## src/rtl/alu_sched_pkg.sv

```systemverilog
// rtl/alu_sched_pkg.sv - shared opcodes, FSM encoding and helpers for alu_sched
package alu_sched_pkg;

  localparam logic [2:0] OP_ADD = 3'd0;
  localparam logic [2:0] OP_SHR = 3'd1;
  localparam logic [2:0] OP_SHL = 3'd2;
  localparam logic [2:0] OP_NOT = 3'd3;
  localparam logic [2:0] OP_AND = 3'd4;
  localparam logic [2:0] OP_OR  = 3'd5;
  localparam logic [2:0] OP_XOR = 3'd6;
  localparam logic [2:0] OP_CMP = 3'd7;

  typedef enum logic [1:0] {
    ST_IDLE = 2'd0,
    ST_EXEC = 2'd1,
    ST_RESP = 2'd2
  } state_e;

  // Only the arithmetic and shift opcodes produce a meaningful carry-out.
  function automatic logic op_has_cout(input logic [2:0] op);
    return (op == OP_ADD) || (op == OP_SHR) || (op == OP_SHL);
  endfunction

endpackage

```

## src/rtl/alu.sv

```systemverilog
// rtl/alu.sv - combinational ALU: add, shifts, logic ops and compare flags
module alu
  import alu_sched_pkg::*;
#(
  parameter int SIZE = 8
) (
  input  logic [2:0]      op,
  input  logic            cin,
  input  logic [SIZE-1:0] a,
  input  logic [SIZE-1:0] b,
  output logic [SIZE-1:0] c,
  output logic            cout,
  output logic            zero,
  output logic            equal,
  output logic            a_larger
);

  logic [SIZE:0] sum;

  always_comb begin
    sum  = {1'b0, a} + {1'b0, b} + {{SIZE{1'b0}}, cin};
    c    = '0;
    cout = 1'b0;
    case (op)
      OP_ADD: {cout, c} = sum;
      OP_SHR: begin
        c    = {cin, a[SIZE-1:1]};
        cout = a[0];
      end
      OP_SHL: begin
        c    = {a[SIZE-2:0], cin};
        cout = a[SIZE-1];
      end
      OP_NOT: c = ~a;
      OP_AND: c = a & b;
      OP_OR:  c = a | b;
      OP_XOR: c = a ^ b;
      default: c = '0;
    endcase
  end

  assign zero     = (c == '0);
  assign equal    = (a == b);
  assign a_larger = (a > b);

endmodule

```

## src/rtl/alu_sched.sv

```systemverilog
// rtl/alu_sched.sv - two-requester round-robin front end serialising commands through one ALU
module alu_sched
  import alu_sched_pkg::*;
#(
  parameter int SIZE  = 8,
  parameter int CNT_W = 16
) (
  input  logic             clk,
  input  logic             rst_n,
  input  logic             r0_valid,
  output logic             r0_ready,
  input  logic [2:0]       r0_op,
  input  logic             r0_cin,
  input  logic [SIZE-1:0]  r0_a,
  input  logic [SIZE-1:0]  r0_b,
  input  logic             r1_valid,
  output logic             r1_ready,
  input  logic [2:0]       r1_op,
  input  logic             r1_cin,
  input  logic [SIZE-1:0]  r1_a,
  input  logic [SIZE-1:0]  r1_b,
  output logic             rsp_valid,
  input  logic             rsp_ready,
  output logic             rsp_id,
  output logic [SIZE-1:0]  rsp_c,
  output logic             rsp_cout,
  output logic             rsp_zero,
  output logic             rsp_equal,
  output logic             rsp_a_larger,
  output logic [CNT_W-1:0] ops_done
);

  state_e            state_q, state_d;
  logic              last_q, last_d;
  logic [2:0]        op_q, op_d;
  logic              cin_q, cin_d;
  logic [SIZE-1:0]   a_q, a_d;
  logic [SIZE-1:0]   b_q, b_d;
  logic              id_q, id_d;
  logic              rsp_valid_q, rsp_valid_d;
  logic              rsp_id_q, rsp_id_d;
  logic [SIZE-1:0]   rsp_c_q, rsp_c_d;
  logic              rsp_cout_q, rsp_cout_d;
  logic              rsp_zero_q, rsp_zero_d;
  logic              rsp_equal_q, rsp_equal_d;
  logic              rsp_a_larger_q, rsp_a_larger_d;
  logic [CNT_W-1:0]  ops_done_q, ops_done_d;

  logic              grant0, grant1;
  logic [SIZE-1:0]   alu_c;
  logic              alu_cout, alu_equal, alu_a_larger, alu_zero_unused;

  alu #(.SIZE(SIZE)) u_alu (
    .op       (op_q),
    .cin      (cin_q),
    .a        (a_q),
    .b        (b_q),
    .c        (alu_c),
    .cout     (alu_cout),
    .zero     (alu_zero_unused),
    .equal    (alu_equal),
    .a_larger (alu_a_larger)
  );

  // last_q = 1 means r1 won the previous grant, so r0 wins the next tie.
  always_comb begin
    grant0 = 1'b0;
    grant1 = 1'b0;
    if (state_q == ST_IDLE) begin
      if (r0_valid && r1_valid) begin
        grant0 = last_q;
        grant1 = !last_q;
      end else begin
        grant0 = r0_valid;
        grant1 = r1_valid;
      end
    end
  end

  assign r0_ready = grant0;
  assign r1_ready = grant1;

  always_comb begin
    state_d        = state_q;
    last_d         = last_q;
    op_d           = op_q;
    cin_d          = cin_q;
    a_d            = a_q;
    b_d            = b_q;
    id_d           = id_q;
    rsp_valid_d    = rsp_valid_q;
    rsp_id_d       = rsp_id_q;
    rsp_c_d        = rsp_c_q;
    rsp_cout_d     = rsp_cout_q;
    rsp_zero_d     = rsp_zero_q;
    rsp_equal_d    = rsp_equal_q;
    rsp_a_larger_d = rsp_a_larger_q;
    ops_done_d     = ops_done_q;
    case (state_q)
      ST_IDLE: begin
        if (grant0 || grant1) begin
          state_d = ST_EXEC;
          last_d  = grant1;
          id_d    = grant1;
          op_d    = grant1 ? r1_op  : r0_op;
          cin_d   = grant1 ? r1_cin : r0_cin;
          a_d     = grant1 ? r1_a   : r0_a;
          b_d     = grant1 ? r1_b   : r0_b;
        end
      end
      ST_EXEC: begin
        state_d        = ST_RESP;
        rsp_valid_d    = 1'b1;
        rsp_id_d       = id_q;
        rsp_c_d        = alu_c;
        rsp_cout_d     = op_has_cout(op_q) & alu_cout;
        rsp_zero_d     = (alu_c == '0);
        rsp_equal_d    = alu_equal;
        rsp_a_larger_d = alu_a_larger;
      end
      ST_RESP: begin
        if (rsp_ready) begin
          state_d     = ST_IDLE;
          rsp_valid_d = 1'b0;
          ops_done_d  = ops_done_q + {{(CNT_W-1){1'b0}}, 1'b1};
        end
      end
      default: state_d = ST_IDLE;
    endcase
  end

  always_ff @(posedge clk or negedge rst_n) begin
    if (!rst_n) begin
      state_q        <= ST_IDLE;
      last_q         <= 1'b1;
      op_q           <= '0;
      cin_q          <= 1'b0;
      a_q            <= '0;
      b_q            <= '0;
      id_q           <= 1'b0;
      rsp_valid_q    <= 1'b0;
      rsp_id_q       <= 1'b0;
      rsp_c_q        <= '0;
      rsp_cout_q     <= 1'b0;
      rsp_zero_q     <= 1'b0;
      rsp_equal_q    <= 1'b0;
      rsp_a_larger_q <= 1'b0;
      ops_done_q     <= '0;
    end else begin
      state_q        <= state_d;
      last_q         <= last_d;
      op_q           <= op_d;
      cin_q          <= cin_d;
      a_q            <= a_d;
      b_q            <= b_d;
      id_q           <= id_d;
      rsp_valid_q    <= rsp_valid_d;
      rsp_id_q       <= rsp_id_d;
      rsp_c_q        <= rsp_c_d;
      rsp_cout_q     <= rsp_cout_d;
      rsp_zero_q     <= rsp_zero_d;
      rsp_equal_q    <= rsp_equal_d;
      rsp_a_larger_q <= rsp_a_larger_d;
      ops_done_q     <= ops_done_d;
    end
  end

  assign rsp_valid    = rsp_valid_q;
  assign rsp_id       = rsp_id_q;
  assign rsp_c        = rsp_c_q;
  assign rsp_cout     = rsp_cout_q;
  assign rsp_zero     = rsp_zero_q;
  assign rsp_equal    = rsp_equal_q;
  assign rsp_a_larger = rsp_a_larger_q;
  assign ops_done     = ops_done_q;

endmodule
```

## config.mk

```make
export PLATFORM = sky130hd
export DESIGN_NAME = alu_sched
export DESIGN_NICKNAME = d
export VERILOG_FILES = /design/src/rtl/alu_sched_pkg.sv /design/src/rtl/alu.sv /design/src/rtl/alu_sched.sv
export SDC_FILE = /design/constraint.sdc
export NUM_CORES = 1
export LEC_CHECK = 0
export ABC_AREA = 1
export CAP_MARGIN = 20
export CORE_UTILIZATION = 55
export DETAILED_ROUTE_END_ITERATION = 6
export PLACE_DENSITY = 0.89
export SYNTH_ARGS = -nofsm -noshare
export SYNTH_HDL_FRONTEND = slang
export SYNTH_SLANG_ARGS = --single-unit
```

## constraint.sdc

```tcl
create_clock -name clk -period 2.9 [get_ports clk]
set_input_delay 0.87 -clock clk [delete_from_list [all_inputs] [get_ports clk]]
set_output_delay 0.87 -clock clk [all_outputs]
set_load 0.01 [all_outputs]
```

==> summary.txt <==
Routing
  • DRT iter0 DRCs: between 200 and 250
  • DRC: 0
  • Vias: approximately 3400
  • Pre-antenna DRT Iters: 4
  • Avg WL per Cell: approximately 14 µm
  • Post-Route WL: 8540 µm
  • Antenna viol nets, final: 0
  • Vias per cell: 5.36

Power and ir drop
  • NetSw: 2.22 mW
  • Peak supply drop: 0.573 mV
  • Sequential Power Share: 29.7%
  • Clock power frac: 11.1%
  • Combinational fraction of design power: between 50% and 60%
  • Pint: ~2.4 mW
  • Leakage power: 2.22 nW
  • Net Sw Frac: between 40 and 50%
  • PD cells: 1020 mW/mm²

Floorplanning
  • Initial Utilization: 58.4%
  • Core area: 0.00606 mm²
  • Die Wd: 82.3 µm
  • Rows: 28
  • Full die area: 0.00677 mm²
  • Die Y: 82.3 µm
  • I/O pin count: 77

Layout
  • Multi-input gate area: 0.00188 mm²
  • Total Nets Final: between 600 and 700
  • Fin cells: around 630
  • Fill cells: 481
  • Final Core Density: 73.7%
  • Area growth syn-to-layout: 26.2%
  • N_diodes: 0
  • Fin area: 0.00447 mm²
  • Reg area: 0.00135 mm²
  • Layout cells sized above 1: ~4.5%

Synthesis
  • Synthesized area: 0.00354 mm²
  • Synth top area cells: dfrtp_1 (37%), nand2_1 (15%), ha_1 (8.8%)
  • Netlist cell types: 31
  • Sequential share of the synthesized area: 38.2%
  • Post-Syn Nets: 548
  • Post-Syn Area per Cell: roughly 7.4 µm²
  • Cells after synthesis: ~480
  • Synth Register Bits: 54
  • Cell taking the most area after synthesis: dfrtp_1
  • Ys Warns: 0
  • Post-synth top area share: 37.4%

Place
  • HPWL after DPL: 6630 µm
  • Placed cell areas: 0.00436 mm²
  • DP Worst Slack: -0.0331 ns
  • Port Buf Inserts: 76
  • Dpl cells: 618
  • GPL Wtd Cong: 0.892

Timing
  • RSZ-0062 raised after global routing: false
  • Setup WS post-layout: between 0.2 and 0.25 ns
  • Setup Skew: ~0.0072 ns
  • Final hold vios: 0
  • Slew @ Worst Pin: 0.663 ns
  • Post-route minimum period: roughly 2.7 ns
  • Slew headroom: 55.8%
  • Max Clock Freq: around 370 MHz
  • Fin crit share: 92.9%
  • Endpoints failing setup: 0
  • Setup TNS: 0 ns
  • Max-slew violations: 0

Global route
  • Total grt overflow: 0
  • First-pass GRT wire length: 14000 µm
  • All-Layer GR Usage: 27.3%
  • Largest net degree at the start of global routing: 55
  • Initial antenna violation count: 0
  • Vias in the first global route: 3014

CTS
  • Post-CTS setup repair buffer count: 0
  • CTS sink cnt: 54
  • Clk pin slew, worst setup/hold paths: 0.10 ns
  • Num CTS Buffers: 5
  • CTS tree: built
  • # hold bufs at CTS: 0
  • Longest Clk Path Bufs: 2
  • Root Driver: clkbuf_8
  • H-tree depth: 2
  • Clock latency on the worst-skew pair: 0.32 ns
  • Post-CTS resize count: 2

Flow run
  • Number of max-cap violations: 0

Setup path
  • CP Launch Type: primary input
  • Slowest cell delay on critical path: approximately 0.47 ns
  • Crit Path Category: in -> out
  • Crit-path max FO: 2
  • CP Data Required Time: 2.03 ns
  • CP Cell Sequence: clkdlybuf4s50_1 > nand2_1 > and3_1 > dlygate4sd2_1
  • Critical path's top delay family: buffers and inverters
  • Reg2Reg Setup Slack: 0.66 ns
  • Worst Path Buf+Inv: 2
  • Critical-path top delay cell: clkdlybuf4s50_1
  • WP data arrival: between 1.5 and 2 ns
  • Crit end category: output pin

Status
  • Outcome: complete, no violations

Hold path
  • Hold WC Path Type: reg -> reg
[flip-flops by register name, indices dropped and copies added, names as in the netlist]
signal        cells
a_q               8
b_q               8
cin_q             1
id_q              1
last_q            1
op_q              3
ops_done         16
rsp_a_larger      1
rsp_c             8
rsp_cout          1
rsp_equal         1
rsp_id            1
rsp_valid         1
rsp_zero          1
state_q           2
[power by group through the flow]
stage	clock (mW)	sequential [mW]	combinational, mW
after floorplan	0	1.31	1.88
after global placement	0	1.36	2.61
after detailed placement	0	1.37	2.68
after CTS	0.520	1.36	2.69
after global routing	0.553	1.40	3.08
final	0.510	1.36	2.71
[per-stage QoR]
stage | hold slack (ns) | total power [mW]
final | 0.478 | 4.58
after global routing | 0.522 | 5.04
after CTS | 0.484 | 4.57
after detailed placement | 0.460 | 4.05
after global placement | 0.458 | 3.97
after floorplan | 0.483 | 3.18
[layer usage]
metal	up-vias	wire length (µm)	track usage, %
met5	-	0	0
met4	0	106	7.02
met3	7	501	4.51
met1	1544	3870	35.7
met2	125	4070	46.8
li1	1677	-	-
[worst paths after layout]
path | from | endpoint | cells after the start
max | r1_valid | r0_ready | 4
min | rsp_valid$_DFFE_PN0P_ | rsp_valid$_DFFE_PN0P_ | 2
max reg2reg | op_q[2]$_DFFE_PN0P_ | rsp_zero$_DFFE_PN0P_ | 10
min reg2reg | rsp_valid$_DFFE_PN0P_ | rsp_valid$_DFFE_PN0P_ | 2
max in group asynchronous | rst_n | a_q[1]$_DFFE_PN0P_ | 2
min in group asynchronous | rst_n | rsp_c[0]$_DFFE_PN0P_ | 2
[synthesized netlist by cell type]
cell type,number
nand4_1,22
and3_1,1
nand3_4,1
nand3b_1,1
inv_1,58
a21oi_1,9
nand3_1,30
clkbuf_1,6
inv_2,3
nor3_1,2
nor3b_2,1
xnor2_1,6
nand2_1,141
nor2_1,53
dfstp_2,1
a31oi_1,4
ha_1,25
nor3_2,1
buf_2,6
or2_2,2
buf_6,1
o211ai_1,20
nor3b_1,1
o21ai_0,13
buf_4,2
o22ai_1,1
nor2_2,1
xor2_1,8
fa_1,2
o311ai_0,1
dfrtp_1,53
[placed cells by master (no fill, tap or decap), drive strengths merged, types with 4 or more instances in the layout]
master         instances
buf                    7
nor2                  54
nand2                141
inv                   61
o211ai                20
xnor2                  6
o21ai                 13
nand4                 22
clkbuf                 5
a21oi                  9
dfrtp                 53
nand3                 31
a31oi                  4
ha                    25
clkdlybuf4s50         73
xor2                   8
[tightest hold or removal path, cell delays in order (launching register included)]
cell     delay (ns)
dfrtp_1        0.35
nand2_1        0.05
nand2_1        0.05
[cell families after synthesis]
family                   count (synthesis)  share of synthesized area [%]
AND/OR/NAND/NOR                        257                           31.2
buffers and inverters                   76                           8.69
XOR/XNOR                                14                           3.46
AO/OA/AOI/OAI                           48                           8.48
flip-flops                              54                           38.2
adder cells (fa/ha/maj)                 27                           9.96
[final cells by class]
cell class	instances	share of cell area [%]
sequential	54	30.3
multi-input combinational	346	42.1
clock inverter	3	1.01
clock buffer	5	1.54
timing repair buffer	82	17.9
inverter	61	5.12
tap	75	2.10
No activity file was read; power rests on OpenSTA's default activity.
